## src/rtl/pipe_pkg.sv

```systemverilog
// Shared definitions for the flushable pipeline-stage register.
// Holds the stage-state enum, default bundle widths, the control-bundle
// field layout used by the ID/EX instance, and a helper that maps a
// stage state to the number of entries it holds.
package pipe_pkg;

    // Default widths of the control and data bundles.
    localparam int DEFAULT_CTRL_W = 16;
    localparam int DEFAULT_DATA_W = 128;

    // Control-bundle field offsets for the ID/EX instance.
    localparam int IDEX_REGWRITE_BIT = 0;
    localparam int IDEX_MEMREAD_BIT  = 1;
    localparam int IDEX_MEMWRITE_BIT = 2;
    localparam int IDEX_ALUOP_LSB    = 3;
    localparam int IDEX_ALUOP_W      = 3;
    localparam int IDEX_BRANCH_BIT   = 6;
    localparam int IDEX_JUMP_BIT     = 7;
    localparam int IDEX_DATATYPE_LSB = 8;
    localparam int IDEX_DATATYPE_W   = 2;

    // Stage state: how many of the two entries (main, skid) are valid.
    typedef enum logic [1:0] {
        EMPTY = 2'd0,
        ONE   = 2'd1,
        FULL  = 2'd2
    } stage_state_t;

    // Number of entries held in a given stage state.
    function automatic logic [1:0] stateOccupancy(input stage_state_t state);
        logic [1:0] count;
        count = 2'd0;
        case (state)
            EMPTY:   count = 2'd0;
            ONE:     count = 2'd1;
            FULL:    count = 2'd2;
            default: count = 2'd0;
        endcase
        return count;
    endfunction

endpackage

```

## src/rtl/pipe_sat_counter.sv

```systemverilog
// Saturating up-counter used for the optional stage statistics.
// Counts cycles in which 'inc' is high and sticks at all-ones instead of
// wrapping; clears asynchronously when rst_n is low.
module pipe_sat_counter #(
    parameter int WIDTH = 32
) (
    input  logic             clk,
    input  logic             rst_n,
    input  logic             inc,
    output logic [WIDTH-1:0] count
);

    localparam logic [WIDTH-1:0] STEP = WIDTH'(1);

    logic [WIDTH-1:0] r_count;

    // Increment on request until the all-ones ceiling is reached.
    always_ff @(posedge clk or negedge rst_n) begin
        if (!rst_n) begin
            r_count <= '0;
        end else if (inc && (r_count != '1)) begin
            r_count <= r_count + STEP;
        end
    end

    assign count = r_count;

endmodule

```

## src/rtl/pipe_stage_reg.sv

```systemverilog
// Flushable pipeline-stage register with a valid/ready handshake.
// A main entry feeds the next stage; a skid entry absorbs the one extra
// instruction that can arrive while downstream stalls, which lets in_ready
// depend only on registered state (plus flush). Flush drops everything and
// leaves a bubble with zeroed control.
// Optional statistics counters are built when PIPE_STAGE_STAT_EN is defined.
module pipe_stage_reg
    import pipe_pkg::*;
#(
    parameter int CTRL_W            = DEFAULT_CTRL_W,
    parameter int DATA_W            = DEFAULT_DATA_W,
    parameter bit FLUSH_CLEARS_DATA = 1'b1
) (
    input  logic              clk,
    input  logic              rst_n,
    input  logic              flush,
    input  logic              in_valid,
    output logic              in_ready,
    input  logic [CTRL_W-1:0] in_ctrl,
    input  logic [DATA_W-1:0] in_data,
    output logic              out_valid,
    input  logic              out_ready,
    output logic [CTRL_W-1:0] out_ctrl,
    output logic [DATA_W-1:0] out_data,
    output logic [1:0]        occupancy
`ifdef PIPE_STAGE_STAT_EN
    ,
    output logic [31:0]       stat_stall_cyc,
    output logic [31:0]       stat_bubble_cyc,
    output logic [15:0]       stat_flush_cnt
`endif
);

    stage_state_t r_state;
    stage_state_t w_nextState;

    logic [CTRL_W-1:0] r_mainCtrl;
    logic [DATA_W-1:0] r_mainData;
    logic [CTRL_W-1:0] r_skidCtrl;
    logic [DATA_W-1:0] r_skidData;
    logic [1:0]        r_occupancy;

    logic w_mainValid;
    logic w_skidValid;
    logic w_inReady;
    logic w_acc;
    logic w_pop;
    logic w_loadMainIn;
    logic w_loadMainSkid;
    logic w_loadSkid;

    // Valid bits are a direct decode of the registered state.
    assign w_mainValid = (r_state != EMPTY);
    assign w_skidValid = (r_state == FULL);

    // Ready only depends on the registered skid bit and on flush.
    assign w_inReady = !w_skidValid && !flush;
    assign w_acc     = in_valid && w_inReady;
    assign w_pop     = w_mainValid && out_ready;

    // Stage state and occupancy registers.
    always_ff @(posedge clk or negedge rst_n) begin
        if (!rst_n) begin
            r_state     <= EMPTY;
            r_occupancy <= 2'd0;
        end else begin
            r_state     <= w_nextState;
            r_occupancy <= stateOccupancy(w_nextState);
        end
    end

    // Next state and entry-load decisions; flush overrides every transfer.
    always_comb begin
        w_nextState    = r_state;
        w_loadMainIn   = 1'b0;
        w_loadMainSkid = 1'b0;
        w_loadSkid     = 1'b0;
        if (flush) begin
            w_nextState = EMPTY;
        end else begin
            case (r_state)
                EMPTY: begin
                    if (w_acc) begin
                        w_nextState  = ONE;
                        w_loadMainIn = 1'b1;
                    end
                end
                ONE: begin
                    if (w_acc && w_pop) begin
                        w_nextState  = ONE;
                        w_loadMainIn = 1'b1;
                    end else if (w_acc) begin
                        w_nextState = FULL;
                        w_loadSkid  = 1'b1;
                    end else if (w_pop) begin
                        w_nextState = EMPTY;
                    end
                end
                FULL: begin
                    if (w_pop) begin
                        w_nextState    = ONE;
                        w_loadMainSkid = 1'b1;
                    end
                end
                default: begin
                    w_nextState = EMPTY;
                end
            endcase
        end
    end

    // Control registers: always zeroed on flush so a bubble never writes.
    always_ff @(posedge clk or negedge rst_n) begin
        if (!rst_n) begin
            r_mainCtrl <= '0;
            r_skidCtrl <= '0;
        end else if (flush) begin
            r_mainCtrl <= '0;
            r_skidCtrl <= '0;
        end else begin
            if (w_loadMainIn) begin
                r_mainCtrl <= in_ctrl;
            end else if (w_loadMainSkid) begin
                r_mainCtrl <= r_skidCtrl;
            end
            if (w_loadSkid) begin
                r_skidCtrl <= in_ctrl;
            end else if (w_loadMainSkid) begin
                r_skidCtrl <= '0;
            end
        end
    end

    // Data registers: on flush they are either zeroed or simply held.
    always_ff @(posedge clk or negedge rst_n) begin
        if (!rst_n) begin
            r_mainData <= '0;
            r_skidData <= '0;
        end else if (flush) begin
            if (FLUSH_CLEARS_DATA) begin
                r_mainData <= '0;
                r_skidData <= '0;
            end
        end else begin
            if (w_loadMainIn) begin
                r_mainData <= in_data;
            end else if (w_loadMainSkid) begin
                r_mainData <= r_skidData;
            end
            if (w_loadSkid) begin
                r_skidData <= in_data;
            end else if (w_loadMainSkid) begin
                r_skidData <= '0;
            end
        end
    end

    assign in_ready  = w_inReady;
    assign out_valid = w_mainValid;
    assign out_ctrl  = w_mainValid ? r_mainCtrl : '0;
    assign out_data  = r_mainData;
    assign occupancy = r_occupancy;

`ifdef PIPE_STAGE_STAT_EN
    logic w_stallCyc;
    logic w_bubbleCyc;

    assign w_stallCyc  = w_mainValid && !out_ready;
    assign w_bubbleCyc = !w_mainValid && !flush;

    pipe_sat_counter #(.WIDTH(32)) u_stallCounter (
        .clk   (clk),
        .rst_n (rst_n),
        .inc   (w_stallCyc),
        .count (stat_stall_cyc)
    );

    pipe_sat_counter #(.WIDTH(32)) u_bubbleCounter (
        .clk   (clk),
        .rst_n (rst_n),
        .inc   (w_bubbleCyc),
        .count (stat_bubble_cyc)
    );

    pipe_sat_counter #(.WIDTH(16)) u_flushCounter (
        .clk   (clk),
        .rst_n (rst_n),
        .inc   (flush),
        .count (stat_flush_cnt)
    );
`endif

endmodule
```

## config.mk

```make
export PLATFORM = sky130hd
export DESIGN_NAME = pipe_stage_reg
export DESIGN_NICKNAME = d
export VERILOG_FILES = /design/src/rtl/pipe_pkg.sv /design/src/rtl/pipe_sat_counter.sv /design/src/rtl/pipe_stage_reg.sv
export SDC_FILE = /design/constraint.sdc
export NUM_CORES = 1
export LEC_CHECK = 0
export BUFFER_PORTS_ARGS = -buffer_cell sky130_fd_sc_hd__buf_2
export CORE_MARGIN = 5
export CORE_UTILIZATION = 45
export CTS_CLUSTER_DIAMETER = 60
export DETAILED_ROUTE_END_ITERATION = 8
export HOLD_SLACK_MARGIN = 0.15
export PLACE_DENSITY = 0.72
export SETUP_SLACK_MARGIN = 0.2
export SLEW_MARGIN = 20
export SYNTH_ARGS = -nofsm -noshare
export SYNTH_HDL_FRONTEND = slang
export SYNTH_SLANG_ARGS = --single-unit
```

## constraint.sdc

```tcl
create_clock -name clk -period 1.8 [get_ports clk]
set_input_delay 0.18 -clock clk [delete_from_list [all_inputs] [get_ports clk]]
set_output_delay 0.18 -clock clk [all_outputs]
set_load 0.01 [all_outputs]
```

==> results of run 1 <==
==> per-layer routing <==
metal | global-route usage, % | vias up | routed length, µm
met5 | 0 | - | 0
met4 | 7.26 | 0 | 1650
met3 | 8.04 | 143 | 5150
met2 | 46.0 | 812 | 22100
met1 | 37.6 | 5353 | 17700
li1 | - | 4346 | -
==> registers in the layout, indices dropped and copies added (netlist names) <==
register,flops
out_data,128
r_skidData,128
r_mainCtrl,16
r_skidCtrl,16
occupancy,2
r_state,2
==> layout make-up <==
class / instances / area [µm²] / share of cell area [%]
Sequential cell: 292 / 7310 / 38.8
Inverter: 1 / 3.75 / 0.0199
Clock inverter: 11 / 126 / 0.671
Tap cell: 330 / 413 / 2.19
Antenna cell: 1 / 2.50 / 0.0133
Multi-Input combinational cell: 469 / 4290 / 22.8
Clock buffer: 43 / 881 / 4.68
Timing Repair Buffer: 581 / 5820 / 30.9
==> final timing paths <==
check	cells after the start	startpoint	slack (ns)	to
max in group asynchronous	3	rst_n	0.85	r_skidData[33]
min reg2reg	1	r_skidData[82]	0.49	r_skidData[82]
max reg2reg	7	r_state[1]	-0.03	r_skidData[0]
min in group clk	3	in_ctrl[6]	0.41	r_mainCtrl[6]
min	2	rst_n	0.21	out_data[96]
max	7	r_state[1]	-0.03	r_skidData[0]
==> repair_timing <==
action	4_1_cts	5_1_grt
hold endpoints to repair	584	0
gates cloned	40	22
pin swaps	58	144
hold buffers	148	0
resized for setup	137	110
buffers inserted	28	5
setup endpoints to repair	306	306
==> layout by cell type, fill, tap and decap left out, types with 2 or more instances in the layout <==
| cell | n |
|---|---|
| buf_2 | 292 |
| dfrtp_1 | 290 |
| dlygate4sd3_1 | 148 |
| a221o_1 | 144 |
| a22o_1 | 144 |
| and2_4 | 138 |
| clkbuf_16 | 49 |
| buf_16 | 44 |
| buf_12 | 38 |
| buf_4 | 15 |
| buf_6 | 14 |
| buf_8 | 12 |
| nor2b_2 | 7 |
| nor2b_1 | 7 |
| and2_1 | 6 |
| clkbuf_8 | 6 |
| clkbuf_1 | 6 |
| clkinv_2 | 5 |
| nor2b_4 | 4 |
| a21oi_1 | 4 |
| nor2_4 | 3 |
| nor3_1 | 2 |
| a211oi_4 | 2 |
| bufinv_16 | 2 |
| inv_6 | 2 |
| dfrtp_2 | 2 |
==> logic make-up after synthesis <==
family	count (synthesis)	share of synthesized area [%]
AND/OR/NAND/NOR	175	9.58
AO/OA/AOI/OAI	294	24.0
flip-flops	292	63.5
buffers and inverters	79	2.91
==> power groups by stage <==
stage / Clock, mW / Combinational [mW] / Sequential (mW)
2_1_floorplan: 0 / 0.523 / 7.18
3_3_place_gp: 0 / 1.42 / 7.13
3_5_place_dp: 0 / 1.45 / 7.13
4_1_cts: 6.40 / 2.05 / 7.02
5_1_grt: 6.75 / 2.35 / 7.07
6_report: 6.41 / 2.24 / 7.05
==> per-stage QoR <==
step	power [mW]	setup WS, ns	std cells
6_report	15.7	-0.0271	1728
3_5_place_dp	8.57	0.0945	1430
3_3_place_gp	8.55	0.133	1430
2_1_floorplan	7.71	0.211	840
4_1_cts	15.5	0.0358	1700
5_1_grt	16.2	-0.0797	1727
==> key figures, run 1 <==
Run status
  • Outcome: complete, but fails checks
  • Failing checks: setup timing

Setup path
  • Req. time, crit path: 2.29 ns
  • Data arrival, critical path: between 2 and 2.5 ns
  • Crit path cell chain: or3b_4 -> nor2_4 -> buf_6 -> buf_12 -> buf_12 -> clkbuf_16 -> a22o_1
  • Worst path most repeated cell: buf_12
  • CP max stage delay: approximately 0.46 ns
  • Crit Path Category: reg2reg
  • Slowest CP cell: dfrtp_2
  • Kind of cell adding the most delay to the critical path: simple AND/OR/NAND/NOR gates
  • CP Max Fanout: 7
  • Setup crit start kind: flip-flop
  • WP buf/inv: 4
  • CP Capture Type: flip-flop

Timing
  • Final hold vios: 0
  • FMAX: 547 MHz
  • RSZ-0062 raised after global routing: yes
  • Hold WS: about 0.21 ns
  • Endpoints failing setup: 18
  • Setup TNS: -0.220 ns
  • Clock Skew: 0.0182 ns
  • Worst slew pin tran: around 0.57 ns
  • Max Transition Viols Final: 0
  • Setup ws final: -0.0271 ns
  • Max-slew headroom: ~62%
  • Final clock period utilization by the worst path: 102%
  • Post-route minimum period: 1.83 ns

GRT
  • Initial antenna violation count: 0
  • Gr usage total: 28.2%
  • Largest net degree at the start of global routing: 74
  • Vias in the first global route: 10,800
  • Global route overflow: 0
  • First-pass GRT wire length: between 60 and 70 mm

Clock network
  • Clk root buf: clkbuf_16
  • Num CTS Buffers: 31
  • Clk_lat worst skew: ~0.55 ns
  • Sink Count: 292
  • CTS tree: done
  • CTS Buffer Depth: 3
  • Number of H-tree branching levels: 1
  • Clock Pin Slew Worst Setup and Hold Paths: 0.07 ns

Detailed routing
  • Vias: 10,654
  • Pre-Repair DR Iteration Count: 5
  • DR iter-0 viols: 1,321
  • Wirelength per Cell: ~27 µm
  • Final ANT Viol Nets: 0
  • Vias per Instance: 6.17
  • DR DRC count: 0
  • Final WL: between 40 and 50 mm

Floorplan
  • DIE AREA: about 0.029 mm²
  • Row count: 58
  • Starting Density: ~46%
  • Height of the die: 170 µm
  • Chip width: 170 µm
  • Core Area: 0.0252 mm²
  • IO Count: just under 300

Placed design
  • GP Congestion: just under 0.8
  • IO buf count: between 200 and 300
  • Placed Instance Area: 0.0137 mm²
  • Final HPWL DP: 20.6 mm

Logic synthesis
  • Syn avg cell area: 13.7 µm²
  • Asr flop ratio synth: 100%
  • Share of the synthesized area in the top cell type: between 60% and 70%
  • Sequential share of the synthesized area: 63.5%
  • Primary FF master, synth: dfrtp_1
  • Synth area leaders: dfrtp_1, a221o_1, a22o_1, and2_1, buf_2
  • Yosys top cell by area: dfrtp_1
  • Most common cell in the synthesized netlist: dfrtp_1
  • Unique masters post-synth: 20
  • Gate Count Post-Synth: 840
  • Post-synth EDFFs: 0
  • Mapped Area: 0.0115 mm²
  • Syn Nets: a little under 1,000
  • Post-synth top cells: dfrtp_1, a221o_1, a22o_1, and2_1
  • #FFs+latches synth: 292
  • Synth Warn #: 0

Power
  • Leak pwr: around 9.4 nW
  • Sw Ratio: between 20% and 30%
  • Clock power share: 40.8%
  • Pwr dens: 833 mW/mm²
  • Internal power: 11.7 mW
  • P_sw: 3.98 mW
  • Peak VDD IR: 0.743 mV
  • Combinational power share: 14.2%
  • Flop pwr share: 44.9%

Hold path
  • Worst min path class: in2async

Cells and area
  • Fin nets: 1,525
  • Final core utilization: 74.8%
  • Area Growth Syn to Fin: 63.7%
  • FILL cells: 1,444
  • Fin area: 0.0188 mm²
  • Proportion of layout cells with a drive suffix above 1: 46.0%

Flow run
  • MaxCap Viol Count: 0
Note: power is estimated with default switching activity, not from simulation.
==> run 2: changes to the inputs <==
--- a/config.mk
+++ b/config.mk
@@ -8,10 +8,10 @@
 export BUFFER_PORTS_ARGS = -buffer_cell sky130_fd_sc_hd__buf_2
 export CORE_MARGIN = 5
 export CORE_UTILIZATION = 45
-export CTS_CLUSTER_DIAMETER = 60
+export CTS_CLUSTER_DIAMETER = 40
 export DETAILED_ROUTE_END_ITERATION = 8
 export HOLD_SLACK_MARGIN = 0.15
-export PLACE_DENSITY = 0.72
+export PLACE_DENSITY = 0.81
 export SETUP_SLACK_MARGIN = 0.2
 export SLEW_MARGIN = 20
 export SYNTH_ARGS = -nofsm -noshare
==> run 2 against run 1 <==
Against the previous run:
- the run now ends clean
- clock power rose by 22%
- worst hold slack lost 0.0066 ns
- combinational power is 4% higher
- sequential share of layout area rose by 1.3 points
- final cell count fell by 0.35%
- setup slack better by 0.038 ns
- flip-flop and latch count is the same
- clock skew up 0.0014 ns
- die area unchanged
- global-route usage shrank 0.073 points
- sequential power hardly changed
- fmax is 2.1% higher
==> key figures, run 2 (synthesized netlist as in run 1, its figures left out) <==
Setup path
  • Setup crit start kind: flip-flop
  • Req. time, crit path: 2.24 ns (-0.05 ns)
  • Worst path most repeated cell: buf_6
  • Crit Path Category: reg2reg
  • Worst r2r path cells: 7 (unchanged)
  • Data arrival, critical path: 2.23 ns (-0.08 ns)
  • R2R Path Start: r_state[1]
  • CP Capture Type: flip-flop
  • Crit path cell chain: and3b_2 -> buf_6 -> a211oi_4 -> buf_6 -> buf_6 -> buf_6 -> a22o_1
  • CP Max Fanout: 10 (+3)
  • R2r endpoint: r_skidData[90]
  • Slowest CP cell: dfrtp_2
  • R2R Setup Slk: 0.01 ns (+0.04 ns)
  • CP max stage delay: 0.47 ns (about the same)

Timing
  • Max Transition Viols Final: 0 (unchanged)
  • Max-slew headroom: 69.4% (+7.2 points)
  • Post-route minimum period: 1.79 ns (-0.0380 ns)
  • RSZ-0062 raised after global routing: yes
  • Worst slew pin tran: 0.459 ns (-0.108 ns)
  • Endpoints failing setup: 0 (-18)
  • FMAX: 559 MHz (+2.1%)
  • Final hold vios: 0 (unchanged)
  • Clock Skew: 0.0196 ns (+0.00137 ns)
  • Final clock period utilization by the worst path: 99.4% (-2.1 points)

Clock network
  • Clk_lat worst skew: 0.50 ns (-0.05 ns)
  • Num CTS Buffers: 36 (+16%)
  • Clock Pin Slew Worst Setup and Hold Paths: 0.07 ns (about the same)
  • CTS tree: done
  • CTS Buffer Depth: 3 (unchanged)
  • Clk root buf: clkbuf_16
  • Sink Count: 292 (unchanged)
  • Number of H-tree branching levels: 2 (+1)

Floorplan
  • Chip width: 170 µm (unchanged)
  • IO Count: 297 (unchanged)
  • Row count: 58 (unchanged)
  • Starting Density: 45.7% (unchanged)
  • Height of the die: 170 µm (unchanged)
  • Core Area: 0.0252 mm² (unchanged)
  • DIE AREA: 0.0289 mm² (unchanged)

Power
  • Leak pwr: 9.10 nW (-2.9%)
  • Pwr dens: 945 mW/mm² (+13%)
  • Peak VDD IR: 0.821 mV (+10%)

GRT
  • Global route overflow: 0 (unchanged)
  • Gr usage total: 28.2% (-0.073 points)
  • Largest net degree at the start of global routing: 64 (-14%)
  • Vias in the first global route: 11,089 (+2.7%)
  • Initial antenna violation count: 3 (+3)
  • First-pass GRT wire length: 63.8 mm (-0.31%)

Flow run
  • MaxCap Viol Count: 0 (unchanged)

Placed design
  • GP Congestion: 0.813 (+3.8%)
  • IO buf count: 296 (unchanged)
  • Final HPWL DP: 21.1 mm (+2.2%)
  • Placed cells: 1,436 (+0.42%)

Cells and area
  • Fin nets: 1,514 (-0.72%)
  • Proportion of layout cells with a drive suffix above 1: 36.1% (-9.9 points)
  • Most frequent cells in the layout: dfrtp_1, buf_2, dlygate4sd3_1
  • Area Growth Syn to Fin: 58.2%
  • Final core utilization: 72.3% (-2.5 points)
  • Commonest non-fill, non-tap cell in the layout: dfrtp_1
  • Non-filler cells, final: 1,722 (-0.35%)

Run status
  • Outcome: finished clean

Detailed routing
  • Pre-Repair DR Iteration Count: 6 (+1)
  • Vias per Instance: 6.20 (+0.48%)
  • DR iter-0 viols: 1,313 (-0.61%)
  • Wirelength per Cell: 26.2 µm (-2.8%)
  • DR DRC count: 0 (unchanged)
  • Final WL: 45.0 mm (-3.2%)
  • Final ANT Viol Nets: 0 (unchanged)
  • Vias: 10,668 (+0.13%)

Hold path
  • Worst min path class: in2async
run 2: cell types whose count changed in the layout (fill, tap and decap cells not counted), moves of 3 or more:
cell,delta
and2_1,+138
and2_4,-138
buf_16,-23
buf_6,+17
buf_12,-8
buf_2,-6
clkinv_4,+5
bufinv_16,+4
clkbuf_1,-4
clkbuf_16,+3
run 2: worst max-delay path: cells and delay by family, from the launching register on:
kind / cells / cell delay (ns)
DFF: 1 / 0.47
buffers and inverters: 4 / 0.63
AOI/OAI and AO/OA: 2 / 0.36
and+or+nand+nor: 1 / 0.27
run 2: metal layers:
metal	vias to the layer above	part of all wire, %	global-route usage, %
li1	4320	-	-
met1	5339	40	37.3
met2	830	47	44.7
met3	177	9.5	6.88
met4	2	4.2	11.8
met5	-	0.029	0
run 2: worst max-delay path by stage:
stage / start / end / slack (ns) / depth (start not counted)
final: r_state[1] / r_skidData[90] / 0.01 / 7
after global routing: r_state[0] / r_skidData[91] / -0.04 / 8
after CTS: r_state[0] / out_ctrl[8] / 0.01 / 5
after detailed placement: r_state[0] / out_data[63] / 0.03 / 5
after global placement: r_state[1] / out_data[22] / 0.08 / 5
after floorplan: r_state[1] / out_data[100] / 0.21 / 5
run 2: cell type report:
cell class / instances / area [µm²]
clock buffers: 44 / 1000
inverters: 1 / 3.75
flip-flops and latches: 292 / 7310
repair buffers: 565 / 5230
diodes: 1 / 2.50
fillers: 1476 / 6980
multi-input cells: 469 / 3950
clock inverters: 20 / 294
well taps: 330 / 413
run 2: report_power, final:
| group | switching (mW) | leakage, nW | internal, mW | total [mW] |
|---|---|---|---|---|
| clock | 2.95 | 0.633 | 4.88 | 7.83 |
| combinational | 1.09 | 4.49 | 1.23 | 2.32 |
| sequential | 0.200 | 3.98 | 6.85 | 7.05 |
run 2: timing repair:
action	in CTS	in global routing
hold endpoints to repair	584	0
pin swaps	16	44
gates cloned	20	19
resized for setup	67	45
buffers inserted	26	7
setup endpoints to repair	306	307
hold buffers	149	0
run 2: metrics by stage:
| step | worst slack [ns] | hold slack [ns] | setup TNS, ns | total power [mW] | area (µm²) |
|---|---|---|---|---|---|
| global route | -0.0448 | 0.228 | -1.23 | 17.7 | 18200 |
| global placement | 0.0834 | 0.124 | 0 | 8.58 | 13700 |
| CTS | 0.0143 | 0.191 | 0 | 16.9 | 17500 |
| finish | 0.0109 | 0.206 | 0 | 17.2 | 18200 |
| detailed placement | 0.0309 | 0.123 | 0 | 8.61 | 13700 |
| floorplan | 0.211 | -0.116 | 0 | 7.71 | 11500 |
